[config.mk]
export PLATFORM = sky130hd
export DESIGN_NAME = wb_spi_flash_reader
export DESIGN_NICKNAME = d
export VERILOG_FILES = /design/src/rtl/wb_spi_flash_reader.sv
export SDC_FILE = /design/constraint.sdc
export NUM_CORES = 1
export LEC_CHECK = 0
export BUFFER_PORTS_ARGS = -buffer_cell sky130_fd_sc_hd__clkbuf_2
export CAP_MARGIN = 20
export CORE_ASPECT_RATIO = 1.75
export CORE_MARGIN = 2
export CORE_UTILIZATION = 50
export DETAILED_ROUTE_END_ITERATION = 6
export PLACE_DENSITY = 0.79
export SYNTH_ARGS = -nofsm -noshare
export SYNTH_HDL_FRONTEND = slang
export SYNTH_SLANG_ARGS = --single-unit
export TNS_END_PERCENT = 5
[constraint.sdc]
create_clock -name wb_clk_i -period 2 [get_ports wb_clk_i]
set_input_delay 0.3 -clock wb_clk_i [delete_from_list [all_inputs] [get_ports wb_clk_i]]
set_output_delay 0.3 -clock wb_clk_i [all_outputs]
set_load 0.02 [all_outputs]
[src/rtl/wb_spi_flash_reader.sv]
// wb_spi_flash_reader: read-only Wishbone classic window onto an SPI NOR flash (0x03 READ command).
// Latency: ack and data arrive 128*CLK_DIV clocks after the accepting edge; write err arrives the next cycle.
// Backpressure: one transfer at a time; stb is held un-acked until the whole word has been shifted in.
// Ports: wb_clk_i/wb_rst_i clock and sync active-high reset; wb_adr_i/wb_we_i/wb_cyc_i/wb_stb_i request
//        (wb_dat_i, wb_sel_i ignored); wb_dat_o/wb_ack_o/wb_err_o response; sck_o/cs_n_o/mosi_o/miso_i SPI mode 0.
module wb_spi_flash_reader #(
  parameter int unsigned CLK_DIV = 2
) (
  input  logic        wb_clk_i,
  input  logic        wb_rst_i,
  input  logic [31:0] wb_adr_i,
  input  logic [31:0] wb_dat_i,
  input  logic [3:0]  wb_sel_i,
  input  logic        wb_we_i,
  input  logic        wb_cyc_i,
  input  logic        wb_stb_i,
  output logic [31:0] wb_dat_o,
  output logic        wb_ack_o,
  output logic        wb_err_o,
  output logic        sck_o,
  output logic        cs_n_o,
  output logic        mosi_o,
  input  logic        miso_i
);

  localparam int unsigned DIV_W = (CLK_DIV > 1) ? $clog2(CLK_DIV) : 1;
  localparam logic [DIV_W-1:0] DIV_MAX = DIV_W'(CLK_DIV - 1);

  typedef enum logic {
    ST_IDLE  = 1'b0,
    ST_SHIFT = 1'b1
  } state_e;

  state_e            state_q, state_d;
  logic [63:0]       tx_q, tx_d;
  logic [31:0]       rx_q, rx_d;
  logic [5:0]        bit_cnt_q, bit_cnt_d;
  logic [DIV_W-1:0]  div_cnt_q, div_cnt_d;
  logic              sck_q, sck_d;
  logic              cs_n_q, cs_n_d;
  logic              mosi_q, mosi_d;
  logic              ack_q, ack_d;
  logic              err_q, err_d;
  logic [31:0]       dat_q, dat_d;

  logic              accept;
  logic              div_wrap;
  logic              last_bit;
  logic [63:0]       tx_load;

  // Data and byte-select are meaningless for a read-only word port; the
  // interconnect has already decoded the upper address bits.
  logic unused_ok;
  assign unused_ok = ^{wb_dat_i, wb_sel_i, wb_adr_i[31:24], wb_adr_i[1:0]};

  // The ack/err guard stops the same stb being taken twice while the master
  // is still looking at our response.
  assign accept   = wb_cyc_i & wb_stb_i & ~ack_q & ~err_q;
  assign div_wrap = (div_cnt_q == DIV_MAX);
  // Falling toggle of the 64th bit ends the transfer.
  assign last_bit = wb_cyc_i & div_wrap & sck_q & (bit_cnt_q == 6'd63);
  // Command, word-aligned 24-bit address, then 32 dummy bits clocked out
  // while the data word is clocked in.
  assign tx_load  = {8'h03, wb_adr_i[23:2], 2'b00, 32'h0};

  // State register
  always_ff @(posedge wb_clk_i) begin
    if (wb_rst_i) begin
      state_q <= ST_IDLE;
    end else begin
      state_q <= state_d;
    end
  end

  // Next-state logic
  always_comb begin
    state_d = state_q;
    case (state_q)
      ST_IDLE: begin
        if (accept && !wb_we_i) begin
          state_d = ST_SHIFT;
        end
      end
      ST_SHIFT: begin
        if (!wb_cyc_i || last_bit) begin
          state_d = ST_IDLE;
        end
      end
      default: state_d = ST_IDLE;
    endcase
  end

  // Output / datapath next values (all outputs are registered)
  always_comb begin
    tx_d      = tx_q;
    rx_d      = rx_q;
    bit_cnt_d = bit_cnt_q;
    div_cnt_d = div_cnt_q;
    sck_d     = sck_q;
    cs_n_d    = cs_n_q;
    mosi_d    = mosi_q;
    dat_d     = dat_q;
    ack_d     = 1'b0;
    err_d     = 1'b0;
    case (state_q)
      ST_IDLE: begin
        if (accept) begin
          if (wb_we_i) begin
            err_d = 1'b1;
          end else begin
            tx_d      = tx_load;
            cs_n_d    = 1'b0;
            sck_d     = 1'b0;
            mosi_d    = tx_load[63];
            div_cnt_d = '0;
            bit_cnt_d = '0;
          end
        end
      end
      ST_SHIFT: begin
        if (!wb_cyc_i) begin
          // Master abandoned the cycle: release the flash, leave data alone.
          cs_n_d = 1'b1;
          sck_d  = 1'b0;
          mosi_d = 1'b0;
        end else if (div_wrap) begin
          div_cnt_d = '0;
          sck_d     = ~sck_q;
          if (!sck_q) begin
            // Rising toggle: only the last 32 bits survive in rx.
            rx_d = {rx_q[30:0], miso_i};
          end else if (last_bit) begin
            cs_n_d = 1'b1;
            ack_d  = 1'b1;
            // First byte off the wire is the lowest-addressed byte.
            dat_d  = {rx_q[7:0], rx_q[15:8], rx_q[23:16], rx_q[31:24]};
          end else begin
            bit_cnt_d = bit_cnt_q + 6'd1;
            tx_d      = {tx_q[62:0], 1'b0};
            mosi_d    = tx_q[62];
          end
        end else begin
          div_cnt_d = div_cnt_q + 1'b1;
        end
      end
      default: ;
    endcase
  end

  always_ff @(posedge wb_clk_i) begin
    if (wb_rst_i) begin
      tx_q      <= '0;
      rx_q      <= '0;
      bit_cnt_q <= '0;
      div_cnt_q <= '0;
      sck_q     <= 1'b0;
      cs_n_q    <= 1'b1;
      mosi_q    <= 1'b0;
      ack_q     <= 1'b0;
      err_q     <= 1'b0;
      dat_q     <= '0;
    end else begin
      tx_q      <= tx_d;
      rx_q      <= rx_d;
      bit_cnt_q <= bit_cnt_d;
      div_cnt_q <= div_cnt_d;
      sck_q     <= sck_d;
      cs_n_q    <= cs_n_d;
      mosi_q    <= mosi_d;
      ack_q     <= ack_d;
      err_q     <= err_d;
      dat_q     <= dat_d;
    end
  end

  assign wb_dat_o = dat_q;
  assign wb_ack_o = ack_q;
  assign wb_err_o = err_q;
  assign sck_o    = sck_q;
  assign cs_n_o   = cs_n_q;
  assign mosi_o   = mosi_q;

endmodule

==> results of run 1 <==
[worst max-delay path, cell delays in order, from the launching register on]
cell and delay, ps:
dfxtp_1 370, ha_1 250, nand4_2 190, o21ai_2 170, nand2_1 120, buf_4 250
a211oi_1 220
[final cells by class]
class	instances	area, um2	share of cell area, %
timing repair buffer	78	465	9.30
clock buffer	10	239	4.78
inverter	4	15.0	0.300
sequential	106	2120	42.4
multi-input combinational	338	1970	39.3
clock inverter	6	48.8	0.975
tap	115	144	2.88
[power by group through the flow]
| stage | sequential, mW | combinational (mW) | clock [mW] |
|---|---|---|---|
| 2_1_floorplan | 2.20 | 0.161 | 0 |
| 3_3_place_gp | 2.20 | 0.207 | 0 |
| 3_5_place_dp | 2.20 | 0.215 | 0 |
| 4_1_cts | 2.16 | 0.216 | 1.71 |
| 5_1_grt | 2.16 | 0.234 | 1.80 |
| 6_report | 2.16 | 0.213 | 1.68 |
[per-stage QoR]
step	total power [mW]	instance area, um2	worst slack [ps]	utilization (%)
final	4.05	5000	350	60.2
after global routing	4.20	5000	148	60.2
after CTS	4.08	5000	324	60.2
after detailed placement	2.42	4720	336	56.7
after global placement	2.41	4720	384	56.7
after floorplan	2.36	4310	515	-
[worst max-delay path by stage]
stage	from	slack [ps]	cells after the start	endpoint
after floorplan	wb_err_o	510	6	tx_q[46]
after global placement	bit_cnt_q[0]	380	6	tx_q[35]
after detailed placement	bit_cnt_q[0]	340	6	tx_q[35]
after CTS	bit_cnt_q[0]	320	6	tx_q[35]
after global routing	bit_cnt_q[0]	150	6	tx_q[35]
final	bit_cnt_q[0]	350	6	tx_q[35]
[registers in the layout, indices dropped and copies added, names as in the netlist]
signal     cells
cs_n_o         1
wb_dat_o      32
mosi_o         1
div_cnt_q      1
sck_o          1
wb_ack_o       1
rx_q          32
wb_err_o       1
bit_cnt_q      6
state_q        1
tx_q          29
[cells by family (layout without fill, tap and decap cells)]
kind of cell | after synthesis | count (layout)
compound gates | 113 | 113
xor+xnor | 1 | 1
fa+ha+maj | 1 | 1
buf+inv | 45 | 98
flops | 106 | 106
mux | 22 | 22
simple gates | 201 | 201
[cells in the mapped netlist, types with 2 or more instances]
library cell	count	area (um2)
a21oi_1	79	395
buf_1	2	7.51
and4_1	2	17.5
o21ai_0	2	10.0
dfxtp_1	106	2120
mux2i_1	22	220
a31oi_1	2	12.5
buf_6	3	33.8
buf_4	4	30.0
clkbuf_1	15	56.3
a211oi_2	20	250
nand2_1	135	507
nor3_2	12	120
nand3_1	19	95.1
o32ai_1	2	17.5
buf_2	17	85.1
a311oi_1	2	17.5
nor3b_1	2	15.0
inv_1	3	11.3
nor2_1	6	22.5
nor3_1	13	65.1
[layer usage]
layer | global-route usage, % | share of wire, %
met1 | 23.0 | 41
met2 | 33.5 | 51
met3 | 3.81 | 4.6
met4 | 9.84 | 3.2
met5 | 0 | 0
==> metrics, run 1 <==
outcome complete, no violations; CP max FO 21; root buffer cell clkbuf_16; unrepaired setup endpoints after global routing no; EDFF count, synth 0; detailed placement HPWL 5710 um; Final Max Tran Viols 0; Worst VDD drop 0.613 mV; CTS Buf Count 9; syn avg cell area 8.80 um2; 1st-pass router iterations 4; total grt overflow 0; fin crit share ~83%; Worst Skew 8.91 ps; Clock Latency Late Sink ~340 ps; WHS 178 ps; post-CTS sizing 0; r2r setup slk roughly 350 ps; Max clock buf depth 2; Fill cells 731; DR iter-0 viols ~270; most frequent cells in the layout nand2_1, dfxtp_1, a21oi_1, clkbuf_2, mux2i_1; first-pass GRT wire length ~15000 um; Hold WC Path Type in -> reg; Total GRT Usage 19.7%; # IOs ~110; crit start category flop; largest net degree at the start of global routing 70; vias in the first global route 3333; Psw 0.928 mW; final net count roughly 600; Die Width 74.1 um; layout cells sized above 1 24.5%; Most used DFF post-synth dfxtp_1; r2r endpoint tx_q[35]; hold endpoint tx_q[34]; Seq cells post-synth 106; Int Pwr 3.12 mW; Cell Rows 44; Yosys warnings 0; Reg-to-Reg Start bit_cnt_q[0]; Area Overhead vs Synth 16.2%; XOR/XNOR share of the synthesized area less than 1%; CORE AREA 0.00831 mm2; Final Hold Fails 0; FMAX 0.606 GHz; final setup vio count 0; DR vias 3562; Gate power share under 10%; Synth Area in Compound Gates approximately 18%; WHS Path Cells 3; syn nets between 500 and 600; via density per instance 5.42; diode count 0; pwr dens 810 mW/mm2; most common cell after layout, fill and taps aside nand2_1; sequential fraction of the synthesis area 49.3%; setup TNS 0 ps; Unique masters post-synth 42; post-synthesis mux area share 5.11%; Post-Synth Simple-Gate Area 22.3%; hold buffers post-CTS 0; H-tree depth 3; WL/cell 13.1 um; Port Buffer Count 64; Static Leak approximately 1.7 nW; final WL about 8600 um; dpl cells around 640; ys async rst share 0%; switching share of power between 20% and 30%; Critical Path RT 2260 ps; CTS tree done; Post-Synth Adder-Cell Area less than 1%; postcts setup bufs 0; Hold Startpoint wb_adr_i[2]; worst-margin pin slew 694 ps; R2R cell count 6; max cap viols 0; initial antenna violation count 0; starting density of the core 51.8%; Syn Inst Count 489; Max-slew headroom 53.7%; CTS Sinks 106; CP arrival 1910 ps; Clk network pwr share just over 40%; DRC Markers 0; Flop pwr share between 50 and 60%; Final min period ~1700 ps; kind of end point of the critical path flop; largest family of logic cells by synthesized area simple AND/OR/NAND/NOR gates; CP Class reg -> reg; final instance count without filler cells 657; RD Place Congestion 0.792; die height 127 um; Post-Synthesis Cell Area 0.00431 mm2; Final ANT Viol Nets 0; Die Footprint 0.00940 mm2; Reg clk slew, reported paths 70 ps
Power figures use the tool's default switching activity.
==> run 2, diff against run 1 <==
--- a/config.mk
+++ b/config.mk
@@ -5,11 +5,12 @@
 export SDC_FILE = /design/constraint.sdc
 export NUM_CORES = 1
 export LEC_CHECK = 0
+export ABC_AREA = 1
 export BUFFER_PORTS_ARGS = -buffer_cell sky130_fd_sc_hd__clkbuf_2
 export CAP_MARGIN = 20
 export CORE_ASPECT_RATIO = 1.75
 export CORE_MARGIN = 2
-export CORE_UTILIZATION = 50
+export CORE_UTILIZATION = 48
 export DETAILED_ROUTE_END_ITERATION = 6
 export PLACE_DENSITY = 0.79
 export SYNTH_ARGS = -nofsm -noshare
==> constraint.sdc (replaced) <==
create_clock -name wb_clk_i -period 1.4 [get_ports wb_clk_i]
set_input_delay 0.21 -clock wb_clk_i [delete_from_list [all_inputs] [get_ports wb_clk_i]]
set_output_delay 0.21 -clock wb_clk_i [all_outputs]
set_load 0.02 [all_outputs]
==> run 2 against run 1 <==
Against the previous run:
- the flow now finishes with violations (setup timing)
- sequential share of layout area shrank 4.2 points
- clock power increased by 55%
- hold slack worse by 91 ps
- register-to-register slack got worse by 540 ps
- non-clock buffer count is 18 higher
- wire length is 22% higher
- global-route usage increased by 2.0 points
- clock skew fell by 1.2 ps
- critical path type unchanged
- critical endpoint is now tx_q[56]
==> metrics, run 2 <==
outcome finished with violations; failing checks setup timing; Fill cells 817; max cap viols 0; final WL 10500 um; crit start category flop; sequential fraction of the synthesis area between 40% and 50%; CP Class reg -> reg; DRC Markers 0; Hold WC Path Type in -> reg; Synth Area in Compound Gates 13.4%; diode count 0; unrepaired setup endpoints after global routing yes; post-synthesis mux area share 4.79%; Flop pwr share 50.4%; final net count roughly 710; DR iter-0 viols 205; Clock Latency Late Sink about 350 ps; Hold Startpoint miso_i; Die Footprint 0.00996 mm2; largest family of logic cells by synthesized area simple AND/OR/NAND/NOR gates; Final Hold Fails 0; initial antenna violation count 0; Unique masters post-synth 28; r2r setup slk -190 ps; Port Buffer Count 64; Static Leak 2.45 nW; WL/cell ~14 um; Seq cells post-synth 106; largest cells by area after synthesis dfxtp_1, nor2_1, o21ai_0; Int Pwr 4.71 mW; most frequent cells after synthesis nor2_1, dfxtp_1, o21ai_0, inv_1, nand2_1; detailed placement HPWL 6060 um; Synth area leader dfxtp_1; register area 0.00213 mm2; root buffer cell clkbuf_16; ys async rst share 0%; Yosys top cell area share 48.3%; Final min period 1590 ps; # IOs roughly 110; most frequent cells in the layout nor2_1, dfxtp_1, clkbuf_2, inv_1, nand2_1; first-pass GRT wire length 17400 um; Max clock buf depth 2; Max-slew headroom 77.4%; CP startpoint bit_cnt_q[0]; most frequent cell after synthesis nor2_1; Area Overhead vs Synth 26.6%; Final Max Tran Viols 0; kind of end point of the critical path flop; Yosys warnings 0; CTS tree done; CTS Buf Count 9; fin crit share 114%; Total GRT Usage 21.7%; 1st-pass router iterations 4; RD Place Congestion between 0.8 and 0.9; largest net degree at the start of global routing between 80 and 90; Die Width about 76 um; WHS 86.8 ps; Critical Path RT 1650 ps; Post-Synth Adder-Cell Area less than 1%; Final WS setup -190 ps; Final ANT Viol Nets 0; Reg-to-Reg Start bit_cnt_q[0]; Post-Place Setup Slack -180 ps; Reg clk slew, reported paths 70 ps; pwr dens 1120 mW/mm2; CP max FO 30; CP arrival 1840 ps; layout cells sized above 1 between 20% and 30%; syn nets 644; FMAX about 0.63 GHz; switching share of power 24.2%; DR vias 4000; setup TNS -8780 ps; vias in the first global route 3828; most common cell after layout, fill and taps aside nor2_1; CTS Sinks 106; area of the multi-input gates ~0.002 mm2; Syn Inst Count 569; CORE AREA between 0.008 and 0.009 mm2; Post-Synthesis Cell Area 0.00439 mm2; Worst VDD drop between 0.8 and 0.9 mV; H-tree depth 3; Post-Synth Simple-Gate Area 22.8%; XOR/XNOR share of the synthesized area less than 1%; Most used DFF post-synth dfxtp_1; final setup vio count 69; die height approximately 130 um; hold buffers post-CTS 0; Clk network pwr share 41.9%; worst-margin pin slew 339 ps; Psw between 1.5 and 2 mW; EDFF count, synth 0; via density per instance 5.25; total grt overflow 0; syn avg cell area 7.72 um2; Cell Rows 46; Worst Skew ~7.7 ps; starting density of the core 48.9%; Gate power share 7.8%
## run 2: cell count changes in the layout (fill, tap and decap cells not counted), sizes merged, moves of 25 or more
cell,change
o21ai,+73
nor3,-25
nand2,-84
a21oi,-41
nand4,+27
nor2,+130
inv,+51
## run 2: timing repair
action                     in CTS  in global routing
gates resized for setup        35                 44
buffers inserted                4                  1
setup endpoints to repair      73                102
cloned                          4                  1
pin swaps                      12                  4
## run 2: layout make-up
type	instances	share of cell area, %
clock inverter	7	1.53
timing repair buffer	96	13.5
tap	120	2.70
inverter	56	4.05
sequential	106	38.3
clock buffer	9	4.05
multi-input combinational	368	35.8
## run 2: power by group through the flow
stage          clock [mW]  combinational (mW)  sequential (mW)
2_1_floorplan           0               0.294             3.19
3_3_place_gp            0               0.409             3.19
3_5_place_dp            0               0.424             3.19
4_1_cts              2.66               0.459             3.13
5_1_grt              2.79               0.541             3.14
6_report             2.60               0.483             3.13
## run 2: kinds of logic (layout without fill, tap and decap cells)
group,after synthesis,in the layout
buffers and inverters,95,168
and+or+nand+nor,229,229
xor gates and xnor gates,1,1
adders and majority gates,1,1
DFF,106,106
AOI/OAI and AO/OA,116,116
muxes,21,21
## run 2: routing by layer
| metal | vias up | global-route usage [%] | part of all wire (%) |
|---|---|---|---|
| met5 | - | 0 | 0 |
| met4 | 0 | 9.73 | 2.7 |
| met3 | 23 | 4.40 | 4.1 |
| met2 | 92 | 40.8 | 54 |
| met1 | 1897 | 23.5 | 39 |
| li1 | 1988 | - | - |
## run 2: through the flow
step	instances	instance area, um2	util, %	total power [mW]
6_report	762	5560	61.9	6.22
3_5_place_dp	736	4860	54.2	3.62
2_1_floorplan	569	4420	-	3.48
4_1_cts	760	5420	60.4	6.24
5_1_grt	762	5560	61.9	6.47
3_3_place_gp	736	4860	54.2	3.60
## run 2: critical path: stages, from the launching register on
cell	delay, ps
dfxtp_2	360
ha_4	160
nand3_4	100
nor2_4	150
nand3_4	120
buf_6	150
nand3_4	150
inv_12	110
nor2_2	120
nor2_1	60
## run 2: final timing paths
check | end | cells past startpoint
worst max-delay path | tx_q[56] | 9
worst min-delay path | rx_q[0] | 3
worst max register to register | tx_q[56] | 9
worst min register to register | wb_dat_o[12] | 2
